### src/rtl/cdb_arbiter_pkg.sv
// Shared CDB types and constants: ROB/data widths, the broadcast packet
// consumed by the ROB and reservation-station wakeup, and a pointer helper.
package cdb_arbiter_pkg;

    localparam int unsigned NUM_FU_DEFAULT = 4;
    localparam int unsigned ROB_IDX_W      = 3;
    localparam int unsigned DATA_W         = 32;

    // One CDB broadcast: destination ROB entry and its result value.
    typedef struct packed {
        logic [ROB_IDX_W-1:0] rob_idx;
        logic [DATA_W-1:0]    value;
    } cdb_packet_t;

    // Round-robin successor of slot k among n slots.
    function automatic int unsigned rr_next(input int unsigned k, input int unsigned n);
        return (k + 1 >= n) ? 0 : k + 1;
    endfunction

endpackage

### src/rtl/cdb_arbiter_if.sv
// FU-to-arbiter result handshake plus the registered CDB broadcast.
// The arbiter takes the slave view; FUs / bench take the master view.
interface cdb_arbiter_if
    import cdb_arbiter_pkg::*;
#(
    parameter int unsigned NUM_FU    = NUM_FU_DEFAULT,
    parameter int unsigned ROB_IDX_W = cdb_arbiter_pkg::ROB_IDX_W,
    parameter int unsigned DATA_W    = cdb_arbiter_pkg::DATA_W
);
    localparam int unsigned SRC_W = $clog2(NUM_FU);

    logic [NUM_FU-1:0]                fu_valid_in;
    logic [NUM_FU-1:0][ROB_IDX_W-1:0] fu_rob_idx_in;
    logic [NUM_FU-1:0][DATA_W-1:0]    fu_value_in;
    logic [NUM_FU-1:0]                fu_ready_out;

    logic                             cdb_valid_out;
    logic [ROB_IDX_W-1:0]             cdb_rob_idx_out;
    logic [DATA_W-1:0]                cdb_value_out;
    logic [SRC_W-1:0]                 cdb_src_out;

    modport master (
        output fu_valid_in, fu_rob_idx_in, fu_value_in,
        input  fu_ready_out,
        input  cdb_valid_out, cdb_rob_idx_out, cdb_value_out, cdb_src_out
    );

    modport slave (
        input  fu_valid_in, fu_rob_idx_in, fu_value_in,
        output fu_ready_out,
        output cdb_valid_out, cdb_rob_idx_out, cdb_value_out, cdb_src_out
    );

endinterface

### src/rtl/cdb_arbiter_rr_pick.sv
// Combinational round-robin picker: first asserted request at or after ptr
// (wrapping modulo N) wins; produces a one-hot grant and its encoded index.
module rr_pick
    import cdb_arbiter_pkg::*;
#(
    parameter  int unsigned N = NUM_FU_DEFAULT,
    localparam int unsigned W = $clog2(N)
) (
    input  logic [N-1:0] req,
    input  logic [W-1:0] ptr,
    output logic [N-1:0] grant,
    output logic [W-1:0] idx,
    output logic         any_grant
);

    int unsigned pos;
    logic [W-1:0] pos_w;

    // Scan from ptr upward with wraparound; the first hit locks the grant.
    always_comb begin
        grant     = '0;
        idx       = '0;
        any_grant = 1'b0;
        pos       = 0;
        pos_w     = '0;
        for (int unsigned off = 0; off < N; off++) begin
            pos   = (32'(ptr) + off) % N;
            pos_w = W'(pos);
            if (!any_grant && req[pos_w]) begin
                grant[pos_w] = 1'b1;
                idx          = pos_w;
                any_grant    = 1'b1;
            end
        end
    end

endmodule

### src/rtl/cdb_arbiter.sv
// CDB arbiter: each FU owns a one-entry holding slot; one held slot per
// cycle is granted round-robin and broadcast on registered CDB outputs.
// A slot drained by a grant may be refilled at the same edge.
module cdb_arbiter
    import cdb_arbiter_pkg::*;
#(
    parameter int unsigned NUM_FU    = NUM_FU_DEFAULT,
    parameter int unsigned ROB_IDX_W = cdb_arbiter_pkg::ROB_IDX_W,
    parameter int unsigned DATA_W    = cdb_arbiter_pkg::DATA_W
) (
    input  logic         clk_in,
    input  logic         rst_in,
    input  logic         flush_in,
    cdb_arbiter_if.slave bus
);
    localparam int unsigned SRC_W = $clog2(NUM_FU);

    typedef struct packed {
        logic [ROB_IDX_W-1:0] rob_idx;
        logic [DATA_W-1:0]    value;
    } slot_t;

    logic [NUM_FU-1:0]    held;
    slot_t                slot [NUM_FU];
    logic [SRC_W-1:0]     rr_ptr;

    logic [NUM_FU-1:0]    grant;
    logic [SRC_W-1:0]     grant_idx;
    logic                 any_grant;
    logic [NUM_FU-1:0]    ready;
    logic [NUM_FU-1:0]    accept;

    logic                 cdb_valid;
    logic [ROB_IDX_W-1:0] cdb_rob_idx;
    logic [DATA_W-1:0]    cdb_value;
    logic [SRC_W-1:0]     cdb_src;

    // Arbitration looks only at held slots; new inputs never bypass to the CDB.
    rr_pick #(.N(NUM_FU)) u_pick (
        .req       (held),
        .ptr       (rr_ptr),
        .grant     (grant),
        .idx       (grant_idx),
        .any_grant (any_grant)
    );

    // A slot is ready when empty or draining this cycle; reset and flush block all.
    always_comb begin
        ready  = (rst_in || flush_in) ? '0 : (~held | grant);
        accept = bus.fu_valid_in & ready;
    end

    assign bus.fu_ready_out    = ready;
    assign bus.cdb_valid_out   = cdb_valid;
    assign bus.cdb_rob_idx_out = cdb_rob_idx;
    assign bus.cdb_value_out   = cdb_value;
    assign bus.cdb_src_out     = cdb_src;

    // Slot payload capture; accept is already gated by reset/flush via ready.
    always_ff @(posedge clk_in) begin
        for (int unsigned i = 0; i < NUM_FU; i++) begin
            if (accept[i]) begin
                slot[i] <= '{rob_idx: bus.fu_rob_idx_in[i], value: bus.fu_value_in[i]};
            end
        end
    end

    // Occupancy, round-robin pointer and registered CDB broadcast.
    always_ff @(posedge clk_in) begin
        if (rst_in) begin
            held        <= '0;
            rr_ptr      <= '0;
            cdb_valid   <= 1'b0;
            cdb_rob_idx <= '0;
            cdb_value   <= '0;
            cdb_src     <= '0;
        end else if (flush_in) begin
            held      <= '0;
            rr_ptr    <= '0;
            cdb_valid <= 1'b0;
        end else begin
            // Refill wins over drain so a granted slot can take a new result.
            held      <= (held & ~grant) | accept;
            cdb_valid <= any_grant;
            if (any_grant) begin
                cdb_rob_idx <= slot[grant_idx].rob_idx;
                cdb_value   <= slot[grant_idx].value;
                cdb_src     <= grant_idx;
                rr_ptr      <= SRC_W'(rr_next(32'(grant_idx), NUM_FU));
            end
        end
    end

endmodule

### src/flat_wrapper.sv
// flat-port wrapper written by rule: the top's interface ports become plain ports
module cdb_arbiter_flat import cdb_arbiter_pkg::*;
#(
    parameter int unsigned NUM_FU    = NUM_FU_DEFAULT,
    parameter int unsigned ROB_IDX_W = cdb_arbiter_pkg::ROB_IDX_W,
    parameter int unsigned DATA_W    = cdb_arbiter_pkg::DATA_W
)
  (clk_in, rst_in, flush_in, bus_fu_valid_in, bus_fu_rob_idx_in, bus_fu_value_in, bus_fu_ready_out, bus_cdb_valid_out, bus_cdb_rob_idx_out, bus_cdb_value_out, bus_cdb_src_out);
  cdb_arbiter_if #(.NUM_FU(NUM_FU), .ROB_IDX_W(ROB_IDX_W), .DATA_W(DATA_W)) bus_i ();
  input  logic clk_in;
  input  logic rst_in;
  input  logic flush_in;
  input wire logic [$bits(bus_i.fu_valid_in)-1:0] bus_fu_valid_in;
  input wire logic [$bits(bus_i.fu_rob_idx_in)-1:0] bus_fu_rob_idx_in;
  input wire logic [$bits(bus_i.fu_value_in)-1:0] bus_fu_value_in;
  output wire logic [$bits(bus_i.fu_ready_out)-1:0] bus_fu_ready_out;
  output wire logic [$bits(bus_i.cdb_valid_out)-1:0] bus_cdb_valid_out;
  output wire logic [$bits(bus_i.cdb_rob_idx_out)-1:0] bus_cdb_rob_idx_out;
  output wire logic [$bits(bus_i.cdb_value_out)-1:0] bus_cdb_value_out;
  output wire logic [$bits(bus_i.cdb_src_out)-1:0] bus_cdb_src_out;
  assign bus_i.fu_valid_in = bus_fu_valid_in;
  assign bus_i.fu_rob_idx_in = bus_fu_rob_idx_in;
  assign bus_i.fu_value_in = bus_fu_value_in;
  assign bus_fu_ready_out = bus_i.fu_ready_out;
  assign bus_cdb_valid_out = bus_i.cdb_valid_out;
  assign bus_cdb_rob_idx_out = bus_i.cdb_rob_idx_out;
  assign bus_cdb_value_out = bus_i.cdb_value_out;
  assign bus_cdb_src_out = bus_i.cdb_src_out;
  cdb_arbiter #(.NUM_FU(NUM_FU), .ROB_IDX_W(ROB_IDX_W), .DATA_W(DATA_W)) u_core (.clk_in(clk_in), .rst_in(rst_in), .flush_in(flush_in), .bus(bus_i));
endmodule
### config.mk
export PLATFORM = sky130hd
export DESIGN_NAME = cdb_arbiter_flat
export DESIGN_NICKNAME = d
export VERILOG_FILES = /design/src/rtl/cdb_arbiter_pkg.sv /design/src/rtl/cdb_arbiter_if.sv /design/src/rtl/cdb_arbiter_rr_pick.sv /design/src/rtl/cdb_arbiter.sv /design/src/flat_wrapper.sv
export SDC_FILE = /design/constraint.sdc
export NUM_CORES = 1
export LEC_CHECK = 0
export CAP_MARGIN = 20
export CORE_MARGIN = 2
export CORE_UTILIZATION = 45
export DETAILED_ROUTE_END_ITERATION = 6
export PLACE_DENSITY = 0.75
export SYNTH_ARGS = -nofsm -noshare
export SYNTH_HDL_FRONTEND = slang
export SYNTH_SLANG_ARGS = --single-unit
export TNS_END_PERCENT = 1
### constraint.sdc
create_clock -name clk_in -period 9.95 [get_ports clk_in]
set_input_delay 1.99 -clock clk_in [delete_from_list [all_inputs] [get_ports clk_in]]
set_output_delay 1.99 -clock clk_in [all_outputs]
set_load 0.1 [all_outputs]
==> results of run 1 <==
## how the worst min path moves through the flow
stage,endpoint,slack [ps],startpoint,cells after the start
floorplan,u_core.bus.cdb_rob_idx_out[2],490,u_core.slot[3][34],2
global placement,u_core.bus.cdb_value_out[7],470,u_core.bus.cdb_value_out[7],2
detailed placement,u_core.bus.cdb_src_out[1],480,u_core.bus.cdb_src_out[1],2
CTS,u_core.bus.cdb_src_out[1],500,u_core.bus.cdb_src_out[1],2
global route,u_core.bus.cdb_rob_idx_out[0],510,u_core.bus.cdb_rob_idx_out[0],2
finish,u_core.bus.cdb_src_out[1],500,u_core.bus.cdb_src_out[1],2
## cell families after synthesis
family	count (synthesis)	synth area share [%]
AND/OR/NAND/NOR	120	8.38
adder cells (fa/ha/maj)	7	1.20
multiplexers	27	4.41
buffers and inverters	40	2.87
AO/OA/AOI/OAI	119	13.3
flip-flops	184	69.8
## where the power goes
part / total [mW] / switching (mW) / leakage [nW] / internal, mW
combinational: 0.591 / 0.405 / 1.50 / 0.185
clock: 0.677 / 0.277 / 0.296 / 0.399
sequential: 0.910 / 0.0310 / 1.64 / 0.879
total: 2.18 / 0.713 / 3.44 / 1.46
## layout make-up
class / count / area [um2] / area share, %
clock buffers: 22 / 485 / 4.90
clock inverters: 10 / 115 / 1.16
inverters: 5 / 18.8 / 0.190
multi-input cells: 273 / 2000 / 20.2
flip-flops and latches: 184 / 5080 / 51.4
well taps: 216 / 270 / 2.73
repair buffers: 194 / 1930 / 19.5
## registers in the layout, indices dropped and copies added, names as in the netlist
| signal | flops |
|---|---|
| u_core.slot | 140 |
| u_core.bus.cdb_value_out | 32 |
| u_core.held | 4 |
| u_core.bus.cdb_rob_idx_out | 3 |
| u_core.bus.cdb_src_out | 2 |
| u_core.rr_ptr | 2 |
| u_core.bus.cdb_valid_out | 1 |
## worst max-delay path: cells and delay by family, from the launching register on
kind	cells	cell delay, ps
adder cells (fa/ha/maj)	1	440
AND/OR/NAND/NOR	4	1100
flip-flops	1	710
multiplexers	1	650
buffers and inverters	2	1320
## metrics by stage
step | total power [mW] | hold slack, ps
6_report | 2.18 | 497
5_1_grt | 2.25 | 512
4_1_cts | 2.19 | 496
3_5_place_dp | 1.52 | 483
3_3_place_gp | 1.50 | 475
2_1_floorplan | 1.34 | 492
## cells in the mapped netlist, types with 2 or more instances
cell	count	area, um2
edfxtp_1	140	4200
and2_1	4	25.0
a222oi_1	4	40.0
clkbuf_1	19	71.3
nor2_1	18	67.6
a311oi_2	10	150
o32ai_1	12	105
nor2b_1	3	18.8
o211ai_1	18	135
buf_4	2	15.0
a21boi_0	6	45.0
nor3_1	3	15.0
ha_1	7	87.6
mux2i_1	22	220
inv_1	4	15.0
a211oi_1	28	210
and3_1	38	238
nor3b_1	2	15.0
nand2_1	45	169
buf_6	4	45.0
a311oi_1	6	52.6
o21ai_0	6	30.0
dfxtp_1	44	881
mux4_2	4	90.1
buf_2	8	40.0
a21oi_1	20	100
## cell usage in the layout (no fill, tap or decap), types with 10 or more instances in the layout
cell type,n
nand2_1,45
nor2_1,18
mux2i_1,22
and3_1,38
o211ai_1,18
clkbuf_16,18
o32ai_1,12
a211oi_1,28
clkdlybuf4s50_1,188
a311oi_2,10
edfxtp_1,140
a21oi_1,20
dfxtp_1,44
## layer usage
layer / track usage, % / vias up / share of wire [%]
met3: 4.24 / 43 / 5.6
met2: 37.1 / 217 / 52
met1: 26.4 / 2400 / 40
li1: - / 2302 / -
met5: 0 / - / 0
met4: 10.4 / 0 / 3.1
==> out/summary.json, run 1 <==
{
  "detailed_routing": {
    "wl_per_cell_um": 20.2,
    "via_count": 4962,
    "number_of_search_and_repair_iterations_in_the_first_detailed_routing_pass": 5,
    "drt_iter0_drc": 378,
    "totalWireLength_um": 18200,
    "post_drt_via_cell_ratio": 5.49,
    "remaining_drc_errors": 0,
    "final_antenna_net_count": 0
  },
  "floorplan": {
    "die_x_um": 131,
    "num_io_pins": 189,
    "starting_density_of_the_core_pct": 46.0,
    "die_height_um": 131,
    "die_area_mm2": 0.0172,
    "core.rowCount": 46,
    "design.core.area_mm2": 0.0158
  },
  "worst_setup_path": {
    "worst_ep_required_time_ps": 7960,
    "worstSetupEndpointType": "output port",
    "cp-endpoint": "bus_fu_ready_out[2]",
    "crit_start": "u_core.rr_ptr[0]",
    "worstRegToRegCells": 8,
    "timing.critical_path.slowest_cell_delay_ps": 1140,
    "regToRegStartpoint": "u_core.rr_ptr[0]",
    "timing.reg2reg.setup_slack_ps": 5620,
    "timing.critical_path.cells": "inv_1 > ha_1 > mux4_2 > nor4b_1 > nand2_1 > and3_1 > nor2_1 > clkdlybuf4s50_1",
    "timing.setup.critical_path_class": "reg -> out",
    "cp_slowest_cell": "clkdlybuf4s50_1",
    "worstPathMaxFanout": 15,
    "worst-endpoint-arrival_ps": 4650,
    "critPathLaunchType": "flop",
    "r2r-end": "u_core.slot[3][20]"
  },
  "sta": {
    "max_clock_freq_mhz": 151,
    "setup-violations-final": 0,
    "worst_pin_slew_ps": 1050,
    "rsz0062_at_grt": "false",
    "final_hold_viol_count": 0,
    "worst_slew_margin_rel_pct": 29.8,
    "setup-tns-final_ps": 0,
    "timing.final.max_slew_violations": 0,
    "finClkSkew_ps": 10.7,
    "post-route-worst-setup-slack_ps": 3310,
    "timing.final.crit_share_pct": 66.7,
    "final.min_clock_period_ps": 6640
  },
  "yosys": {
    "synth.yosys.seq_area_share_pct": 69.8,
    "ys_ff_latch": 184,
    "ys_dominant_reg_cell": "edfxtp_1",
    "netlist-cell-type-count": 46,
    "synthArstFlopShare_pct": 0,
    "syn-mean-instance-area_um2": 14.7,
    "synth_instances": 497,
    "summed_instance_area_of_the_synthesized_netlist_mm2": 0.00729,
    "synth_nets": 651,
    "count_of_flip_flops_with_a_built_in_enable_after_synthesis": 140,
    "yosysWarnings": 0
  },
  "layout": {
    "num-fill-cells": 1181,
    "final_util_pct": 62.6,
    "count_of_antenna_diodes_in_the_layout": 0,
    "finish.instance_area_mm2": 0.00990,
    "fin_cells": 904,
    "flow.area_growth_from_synthesis_pct": 35.9,
    "final_net_count": 829,
    "layout-drive-gt1-share_pct": 9.30
  },
  "grt": {
    "vias_in_the_first_global_route": 5233,
    "grt_pass1_wl_um": 28400,
    "grt_antenna_before_repair": 0,
    "global_route.usage.total_pct": 21.7,
    "overflow": 0,
    "largest_net_degree_at_the_start_of_global_routing": 47
  },
  "clock_network": {
    "postCtsResizedCells": 0,
    "cts_sinks": 184,
    "htree_levels": 4,
    "clock_insertion_delay_worst_skew_ps": 430,
    "cts_root_buf": "clkbuf_16",
    "clk_path_buf_depth": 2,
    "postCtsSetupRepairBufs": 0,
    "cts.reportedPaths.clkPinSlew_ps": 60,
    "tritoncts": "built",
    "number_of_hold_repair_buffers_added_at_the_cts_stage": 0,
    "cts_buffers": 17
  },
  "placed_design": {
    "worst_slack_placed_ps": 3330,
    "detailed_place_hpwl_um": 12200,
    "io_buffer_count": 188,
    "post-place-cells": 872,
    "gp_congestion": 0.791,
    "detailed_place.area_mm2": 0.00930
  },
  "power": {
    "power.ir.vdd_worst_v": 0.000133,
    "cell_pwr_density_mw_per_mm2": 220,
    "static_leak_nw": 3.44
  },
  "outcome": {
    "run_status": "finished, final reports clean"
  },
  "min_path": {
    "hold_removal_path_class": "reg -> reg"
  },
  "flow_run": {
    "max_cap_viol_count": 0
  }
}
Power figures use the tool's default switching activity.
==> inputs of run 2 (changes only) <==
- CORE_UTILIZATION: 45 -> 44
- PLACE_DENSITY: 0.75 -> 0.76
- clock period: 9.95 -> 5.6 ns (I/O delays scaled with it)
==> run 2 against run 1 <==
  * Clock skew is 2.7 ps lower
  * Routed wire length is 1.2% higher
  * Final cell count is 0.77% higher
  * Sequential share of layout area hardly changed
==> out/summary.json, run 2 (synthesis results as in run 1) <==
{
  "power": {
    "internal-power": {"value": 2.55, "unit": "mW", "change": "was 1.46 mW"},
    "share_comb_of_total_power": {"value": 27.5, "unit": "%", "change": "was 27.1%"},
    "power_switching_share": {"value": 33.4, "unit": "%", "change": "was 32.8%"},
    "static_leak": {"value": 3.44, "unit": "nW", "change": "about the same"},
    "power_switching": {"value": 1.28, "unit": "mW", "change": "was 713 uW"},
    "cell_pwr_density": {"value": 387, "unit": "mW/mm2", "change": "was 220 mW/mm2"},
    "power.clock.fraction": {"value": 30.4, "unit": "%", "change": "was 31.1%"},
    "power.ir.vdd_worst": {"value": 0.000227, "unit": "V", "change": "was 0.000133 V"},
    "power.sequential.fraction": {"value": 42.1, "unit": "%", "change": "was 41.8%"}
  },
  "detailed_routing": {
    "via_count": {"value": 4962, "change": "unchanged"},
    "final_antenna_net_count": {"value": 0, "change": "unchanged"},
    "wl_per_cell": {"value": 20.3, "unit": "um", "change": "was 20.2 um"},
    "number_of_search_and_repair_iterations_in_the_first_detailed_routing_pass": {"value": 5, "change": "unchanged"},
    "totalWireLength": {"value": 18500, "unit": "um", "change": "was 18200 um"},
    "post_drt_via_cell_ratio": {"value": 5.45, "change": "was 5.49"},
    "remaining_drc_errors": {"value": 0, "change": "unchanged"},
    "drt_iter0_drc": {"value": 520, "change": "was 378"}
  },
  "min_path": {
    "holdPathEnd": {"value": "u_core.bus.cdb_value_out[7]", "change": "was u_core.bus.cdb_src_out[1]"},
    "hold_removal_path_class": {"value": "reg -> reg", "change": "unchanged"},
    "min-delay-start": {"value": "u_core.bus.cdb_value_out[7]", "change": "was u_core.bus.cdb_src_out[1]"},
    "worst_hold_path.num_cells": {"value": 2, "change": "unchanged"}
  },
  "worst_setup_path": {
    "worst-endpoint-arrival": {"value": 3860, "unit": "ps", "change": "was 4650 ps"},
    "r2r-end": {"value": "u_core.slot[2][1]", "change": "was u_core.slot[3][20]"},
    "worstRegToRegCells": {"value": 8, "change": "unchanged"},
    "worst_ep_required_time": {"value": 4480, "unit": "ps", "change": "was 7960 ps"},
    "regToRegStartpoint": {"value": "u_core.rr_ptr[0]", "change": "unchanged"},
    "timing.reg2reg.setup_slack": {"value": 1330, "unit": "ps", "change": "was 5620 ps"},
    "timing.setup.critical_path_class": {"value": "reg -> out", "change": "unchanged"},
    "worstSetupEndpointType": {"value": "output port", "change": "unchanged"},
    "worstPathMaxFanout": {"value": 15, "change": "unchanged"},
    "critPathLaunchType": {"value": "flop", "change": "unchanged"}
  },
  "outcome": {
    "run_status": {"value": "finished, final reports clean", "change": "unchanged"}
  },
  "grt": {
    "global_route.usage.total": {"value": 21.3, "unit": "%", "change": "was 21.7%"},
    "vias_in_the_first_global_route": {"value": 5151, "change": "was 5233"},
    "largest_net_degree_at_the_start_of_global_routing": {"value": 47, "change": "unchanged"},
    "grt_antenna_before_repair": {"value": 2, "change": "was 0"},
    "grt_pass1_wl": {"value": 28000, "unit": "um", "change": "was 28400 um"},
    "overflow": {"value": 0, "change": "unchanged"}
  },
  "sta": {
    "worst_slew_margin_rel": {"value": 31.2, "unit": "%", "change": "was 29.8%"},
    "final.min_clock_period_ps": 4980,
    "rsz0062_at_grt": {"value": "false", "change": "unchanged"},
    "timing.final.crit_share_pct": 88.8,
    "setup-violations-final": {"value": 0, "change": "unchanged"},
    "finClkSkew": {"value": 7.99, "unit": "ps", "change": "was 10.7 ps"},
    "max_clock_freq_mhz": 201,
    "final_hold_viol_count": {"value": 0, "change": "unchanged"},
    "worst_pin_slew": {"value": 1030, "unit": "ps", "change": "was 1050 ps"},
    "setup-tns-final": {"value": 0, "unit": "ps", "change": "unchanged"},
    "timing.final.max_slew_violations": {"value": 0, "change": "unchanged"},
    "hold_ws": {"value": 486, "unit": "ps", "change": "was 497 ps"}
  },
  "floorplan": {
    "design.core.area": {"value": 0.0164, "unit": "mm2", "change": "was 0.0158 mm2"},
    "core.rowCount": {"value": 47, "change": "was 46"},
    "die_area": {"value": 0.0176, "unit": "mm2", "change": "was 0.0172 mm2"},
    "die_x": {"value": 133, "unit": "um", "change": "was 131 um"},
    "die_height": {"value": 133, "unit": "um", "change": "was 131 um"},
    "starting_density_of_the_core": {"value": 44.4, "unit": "%", "change": "was 46.0%"},
    "num_io_pins": {"value": 189, "change": "unchanged"}
  },
  "flow_run": {
    "max_cap_viol_count": {"value": 0, "change": "unchanged"}
  },
  "clock_network": {
    "cts_root_buf": {"value": "clkbuf_16", "change": "unchanged"},
    "cts.reportedPaths.clkPinSlew": {"value": 60, "unit": "ps", "change": "about the same"},
    "postCtsResizedCells": {"value": 0, "change": "unchanged"},
    "clk_path_buf_depth": {"value": 2, "change": "unchanged"},
    "htree_levels": {"value": 4, "change": "unchanged"},
    "cts_sinks": {"value": 184, "change": "unchanged"},
    "number_of_hold_repair_buffers_added_at_the_cts_stage": {"value": 0, "change": "unchanged"},
    "cts_buffers": {"value": 17, "change": "unchanged"},
    "postCtsSetupRepairBufs": {"value": 0, "change": "unchanged"},
    "clock_insertion_delay_worst_skew": {"value": 430, "unit": "ps", "change": "about the same"},
    "tritoncts": {"value": "built", "change": "unchanged"}
  },
  "layout": {
    "final_common_cell": {"value": "clkdlybuf4s50_1", "change": "unchanged"},
    "largest-register": {"value": "u_core.slot", "change": "unchanged"},
    "final_net_count": {"value": 830, "change": "was 829"},
    "layout-drive-gt1-share": {"value": 9.87, "unit": "%", "change": "was 9.30%"},
    "flow.area_growth_from_synthesis": {"value": 36.0, "unit": "%", "change": "was 35.9%"},
    "fin_cells": {"value": 911, "change": "was 904"},
    "num-fill-cells": {"value": 1211, "change": "was 1181"},
    "commonest_cells_after_routing_fill_and_taps_aside": {"value": "184 x clkdlybuf4s50_1, 140 x edfxtp_1, 45 x nand2_1", "change": "was 188 x clkdlybuf4s50_1, 140 x edfxtp_1, 45 x nand2_1"},
    "largest_register_ff_count": {"value": 140, "change": "unchanged"}
  },
  "placed_design": {
    "io_buffer_count": {"value": 188, "change": "unchanged"},
    "gp_congestion": {"value": 0.872, "change": "was 0.791"},
    "post-place-cells": {"value": 877, "change": "was 872"},
    "detailed_place_hpwl": {"value": 12600, "unit": "um", "change": "was 12200 um"}
  }
}
-- run 2: cell types whose count changed in the layout (fill, tap and decap cells not counted), sizes merged --
cell / before / now
clkbuf: 22 / 18
clkinvlp: 1 / 2
inv: 8 / 7
clkdlybuf4s50: 188 / 184
buf: 6 / 11
clkinv: 4 / 8
diode: 0 / 2
-- run 2: per-stage QoR --
| step | cell area [um2] | setup slack (ps) | power (mW) | utilization, % |
|---|---|---|---|---|
| final | 9910 | 625 | 3.83 | 60.4 |
| after floorplan | 7290 | 359 | 2.39 | - |
| after detailed placement | 9320 | 1150 | 2.70 | 56.8 |
| after global routing | 9910 | 384 | 3.97 | 60.4 |
| after CTS | 9900 | 695 | 3.86 | 60.4 |
| after global placement | 9320 | 1320 | 2.67 | 56.8 |
-- run 2: worst max-delay path by stage --
| stage | start | end | slack, ps |
|---|---|---|---|
| after CTS | u_core.rr_ptr[0] | bus_fu_ready_out[2] | 690 |
| after detailed placement | u_core.rr_ptr[0] | bus_fu_ready_out[2] | 1150 |
| after global routing | u_core.rr_ptr[0] | bus_fu_ready_out[2] | 380 |
| final | u_core.rr_ptr[0] | bus_fu_ready_out[2] | 620 |
| after global placement | u_core.rr_ptr[0] | bus_fu_ready_out[2] | 1320 |
| after floorplan | u_core.rr_ptr[0] | u_core.slot[0][0] | 360 |
-- run 2: power groups by stage --
stage / clock (mW) / sequential [mW] / combinational (mW)
2_1_floorplan: 0 / 2.02 / 0.367
3_3_place_gp: 0 / 1.64 / 1.03
3_5_place_dp: 0 / 1.64 / 1.05
4_1_cts: 1.18 / 1.62 / 1.06
5_1_grt: 1.24 / 1.62 / 1.10
6_report: 1.16 / 1.62 / 1.05
-- run 2: layer usage --
metal / up-vias / share of wire, % / GRT usage (%) / routed length [um]
li1: 2312 / - / - / -
met1: 2372 / 38 / 24.7 / 7020
met2: 235 / 53 / 37.7 / 9730
met3: 43 / 5.9 / 4.67 / 1090
met4: 0 / 3.3 / 10.0 / 614
met5: - / 0 / 0 / 0
-- run 2: area by class of cell --
| type | count | area [um2] | share of cell area (%) |
|---|---|---|---|
| multi-input cells | 273 | 2010 | 20.3 |
| inverters | 5 | 18.8 | 0.189 |
| well taps | 220 | 275 | 2.78 |
| diodes | 2 | 5.00 | 0.0505 |
| clock inverters | 14 | 151 | 1.53 |
| flip-flops and latches | 184 | 5080 | 51.3 |
| repair buffers | 195 | 1940 | 19.5 |
| clock buffers | 18 | 429 | 4.33 |
-- run 2: critical path, stage by stage (launching register included) --
cell,delay (ps)
dfxtp_1,690
inv_1,180
ha_1,450
mux4_2,650
nor4b_1,620
nand2_1,150
and3_1,270
nor2_1,110
buf_4,300
==> inputs of run 3 (changes only) <==
- REMOVE_ABC_BUFFERS: default -> 1
==> run 3 against run 2 <==
  * Non-clock buffer count fell by 2
  * Critical path depth unchanged
  * Sequential cell count did not move
  * Global-route usage is 0.63 points lower
  * Clock power grew 8%
  * Critical endpoint is now bus_fu_ready_out[3]
  * Clock-buffer cell count unchanged
  * Combinational power is essentially flat
==> out/summary.json, run 3 (synthesis results as in run 1) <==
{
  "detailed_routing": {
    "remaining_drc_errors": {"value": 0, "change": "unchanged"},
    "totalWireLength": {"value": 17900, "unit": "um", "change": "was 18500 um"},
    "wl_per_cell": {"value": 19.8, "unit": "um", "change": "was 20.3 um"},
    "via_count": {"value": 4981, "change": "was 4962"},
    "post_drt_via_cell_ratio": {"value": 5.49, "change": "was 5.45"},
    "number_of_search_and_repair_iterations_in_the_first_detailed_routing_pass": {"value": 5, "change": "unchanged"},
    "drt_iter0_drc": {"value": 412, "change": "was 520"},
    "final_antenna_net_count": {"value": 0, "change": "unchanged"}
  },
  "power": {
    "static_leak": {"value": 3.45, "unit": "nW", "change": "was 3.44 nW"},
    "power_switching": {"value": 1.30, "unit": "mW", "change": "was 1.28 mW"},
    "cell_pwr_density": {"value": 394, "unit": "mW/mm2", "change": "was 387 mW/mm2"},
    "power.ir.vdd_worst": {"value": 0.000282, "unit": "V", "change": "was 0.000227 V"},
    "internal-power": {"value": 2.62, "unit": "mW", "change": "was 2.55 mW"},
    "power.clock.fraction": {"value": 32.0, "unit": "%", "change": "was 30.4%"},
    "share_comb_of_total_power": {"value": 26.9, "unit": "%", "change": "was 27.5%"},
    "final_total_pwr": {"value": 3.92, "unit": "mW", "change": "was 3.83 mW"},
    "power.sequential.fraction": {"value": 41.2, "unit": "%", "change": "was 42.1%"},
    "power_switching_share": {"value": 33.2, "unit": "%", "change": "was 33.4%"}
  },
  "sta": {
    "finClkSkew": {"value": 7.05, "unit": "ps", "change": "was 7.99 ps"},
    "worst_pin_slew": {"value": 1060, "unit": "ps", "change": "was 1030 ps"},
    "final.min_clock_period": {"value": 4980, "unit": "ps", "change": "about the same"},
    "hold_ws": {"value": 482, "unit": "ps", "change": "was 486 ps"},
    "final_hold_viol_count": {"value": 0, "change": "unchanged"},
    "timing.final.crit_share": {"value": 88.9, "unit": "%", "change": "was 88.8%"},
    "post-route-worst-setup-slack": {"value": 620, "unit": "ps", "change": "was 625 ps"},
    "setup-tns-final": {"value": 0, "unit": "ps", "change": "unchanged"},
    "worst_slew_margin_rel": {"value": 29.3, "unit": "%", "change": "was 31.2%"},
    "timing.final.max_slew_violations": {"value": 0, "change": "unchanged"},
    "max_clock_freq": {"value": 201, "unit": "MHz", "change": "about the same"},
    "rsz0062_at_grt": {"value": "false", "change": "unchanged"},
    "setup-violations-final": {"value": 0, "change": "unchanged"}
  },
  "worst_setup_path": {
    "crit_start": {"value": "u_core.rr_ptr[0]", "change": "unchanged"},
    "worstSetupEndpointType": {"value": "output port", "change": "unchanged"},
    "timing.critical_path.cells": {"value": "inv_1 > ha_1 > mux4_2 > nor4b_1 > nand2_1 > and3_1 > nor2_1 > buf_4", "change": "unchanged"},
    "critPathLaunchType": {"value": "flop", "change": "unchanged"},
    "timing.critical_path.slowest_cell_delay": {"value": 720, "unit": "ps", "change": "was 690 ps"},
    "worstPathMaxFanout": {"value": 15, "change": "unchanged"},
    "worst-endpoint-arrival": {"value": 3860, "unit": "ps", "change": "about the same"},
    "timing.setup.critical_path_class": {"value": "reg -> out", "change": "unchanged"},
    "regToRegStartpoint": {"value": "u_core.rr_ptr[0]", "change": "unchanged"},
    "worst_ep_required_time": {"value": 4480, "unit": "ps", "change": "about the same"},
    "cp_slowest_cell": {"value": "dfxtp_1", "change": "unchanged"}
  },
  "grt": {
    "largest_net_degree_at_the_start_of_global_routing": {"value": 47, "change": "unchanged"},
    "global_route.usage.total": {"value": 20.7, "unit": "%", "change": "was 21.3%"},
    "grt_pass1_wl": {"value": 27600, "unit": "um", "change": "was 28000 um"},
    "vias_in_the_first_global_route": {"value": 5216, "change": "was 5151"},
    "overflow": {"value": 0, "change": "unchanged"},
    "grt_antenna_before_repair": {"value": 0, "change": "was 2"}
  },
  "placed_design": {
    "detailed_place.area": {"value": 0.00930, "unit": "mm2", "change": "was 0.00932 mm2"},
    "post-place-cells": {"value": 874, "change": "was 877"},
    "gp_congestion": {"value": 0.860, "change": "was 0.872"},
    "worst_slack_placed": {"value": 1080, "unit": "ps", "change": "was 1150 ps"},
    "detailed_place_hpwl": {"value": 11400, "unit": "um", "change": "was 12600 um"},
    "io_buffer_count": {"value": 188, "change": "unchanged"}
  },
  "min_path": {
    "min-delay-start": {"value": "u_core.bus.cdb_rob_idx_out[0]", "change": "was u_core.bus.cdb_value_out[7]"},
    "hold_removal_path_class": {"value": "reg -> reg", "change": "unchanged"}
  },
  "floorplan": {
    "starting_density_of_the_core": {"value": 44.4, "unit": "%", "change": "unchanged"},
    "design.core.area": {"value": 0.0164, "unit": "mm2", "change": "unchanged"},
    "die_x": {"value": 133, "unit": "um", "change": "unchanged"},
    "die_height": {"value": 133, "unit": "um", "change": "unchanged"},
    "die_area": {"value": 0.0176, "unit": "mm2", "change": "unchanged"},
    "core.rowCount": {"value": 47, "change": "unchanged"},
    "num_io_pins": {"value": 189, "change": "unchanged"}
  },
  "layout": {
    "final_common_cell": {"value": "clkdlybuf4s50_1", "change": "unchanged"},
    "fin_cells": {"value": 907, "change": "was 911"},
    "final_net_count": {"value": 828, "change": "was 830"},
    "final_util": {"value": 60.7, "unit": "%", "change": "was 60.4%"},
    "largest_register_ff_count": {"value": 140, "change": "unchanged"},
    "layout-drive-gt1-share": {"value": 10.2, "unit": "%", "change": "was 9.87%"},
    "largest-register": {"value": "u_core.slot", "change": "unchanged"},
    "flow.area_growth_from_synthesis": {"value": 36.7, "unit": "%", "change": "was 36.0%"},
    "count_of_antenna_diodes_in_the_layout": {"value": 0, "change": "was 2"},
    "num-fill-cells": {"value": 1229, "change": "was 1211"},
    "finish.instance_area": {"value": 0.00996, "unit": "mm2", "change": "was 0.00991 mm2"},
    "commonest_cells_after_routing_fill_and_taps_aside": {"value": "184 x clkdlybuf4s50_1, 140 x edfxtp_1, 45 x nand2_1", "change": "unchanged"}
  },
  "clock_network": {
    "cts_buffers": {"value": 17, "change": "unchanged"},
    "htree_levels": {"value": 4, "change": "unchanged"},
    "number_of_hold_repair_buffers_added_at_the_cts_stage": {"value": 0, "change": "unchanged"},
    "clock_insertion_delay_worst_skew": {"value": 430, "unit": "ps", "change": "about the same"},
    "cts_sinks": {"value": 184, "change": "unchanged"},
    "tritoncts": {"value": "built", "change": "unchanged"},
    "postCtsSetupRepairBufs": {"value": 0, "change": "unchanged"},
    "cts_root_buf": {"value": "clkbuf_16", "change": "unchanged"},
    "clk_path_buf_depth": {"value": 2, "change": "unchanged"},
    "cts.reportedPaths.clkPinSlew": {"value": 70, "unit": "ps", "change": "was 60 ps"},
    "postCtsResizedCells": {"value": 0, "change": "unchanged"}
  },
  "flow_run": {
    "max_cap_viol_count": {"value": 0, "change": "unchanged"}
  },
  "outcome": {
    "run_status": {"value": "finished, final reports clean", "change": "unchanged"}
  }
}
run 3: cell count changes in the layout (fill, tap and decap cells not counted), moves of 2 or more:
cell        previous run  this run
clkinv_4               5         1
clkinv_1               2         0
diode_2                2         0
buf_4                 10         8
inv_6                  1         3
clkinvlp_4             2         5
run 3: path summary, 6_finish.rpt:
path,slack [ps],end,depth (start not counted)
max,620,bus_fu_ready_out[3],8
min,480,u_core.bus.cdb_rob_idx_out[0],2
max reg2reg,1200,u_core.slot[3][2],8
min reg2reg,480,u_core.bus.cdb_rob_idx_out[0],2
run 3: worst max-delay path: cells and delay by family, from the launching register on:
kind / cells / cell delay, ps
buffers and inverters: 2 / 490
adder cells (fa/ha/maj): 1 / 450
AND/OR/NAND/NOR: 4 / 1090
flip-flops: 1 / 720
multiplexers: 1 / 670
run 3: layout make-up:
| class | instances | area, um2 | area share (%) |
|---|---|---|---|
| Timing Repair Buffer | 193 | 1930 | 19.4 |
| Tap cell | 220 | 275 | 2.76 |
| Inverter | 5 | 18.8 | 0.188 |
| Multi-Input combinational cell | 273 | 2020 | 20.3 |
| Clock inverter | 14 | 190 | 1.91 |
| Clock buffer | 18 | 439 | 4.41 |
| Sequential cell | 184 | 5080 | 51.1 |
run 3: layer usage:
| layer | up-vias | global-route usage [%] | share of wire (%) |
|---|---|---|---|
| li1 | 2303 | - | - |
| met1 | 2410 | 26.0 | 40 |
| met2 | 232 | 34.6 | 51 |
| met3 | 36 | 4.29 | 6.9 |
| met4 | 0 | 9.62 | 2.8 |
| met5 | - | 0 | 0 |
run 3: power groups by stage:
stage | logic [mW] | clock network (mW) | registers [mW]
4_1_cts | 1.05 | 1.28 | 1.61
3_5_place_dp | 1.05 | 0 | 1.64
6_report | 1.05 | 1.25 | 1.61
2_1_floorplan | 0.323 | 0 | 2.03
5_1_grt | 1.10 | 1.33 | 1.62
3_3_place_gp | 1.03 | 0 | 1.64
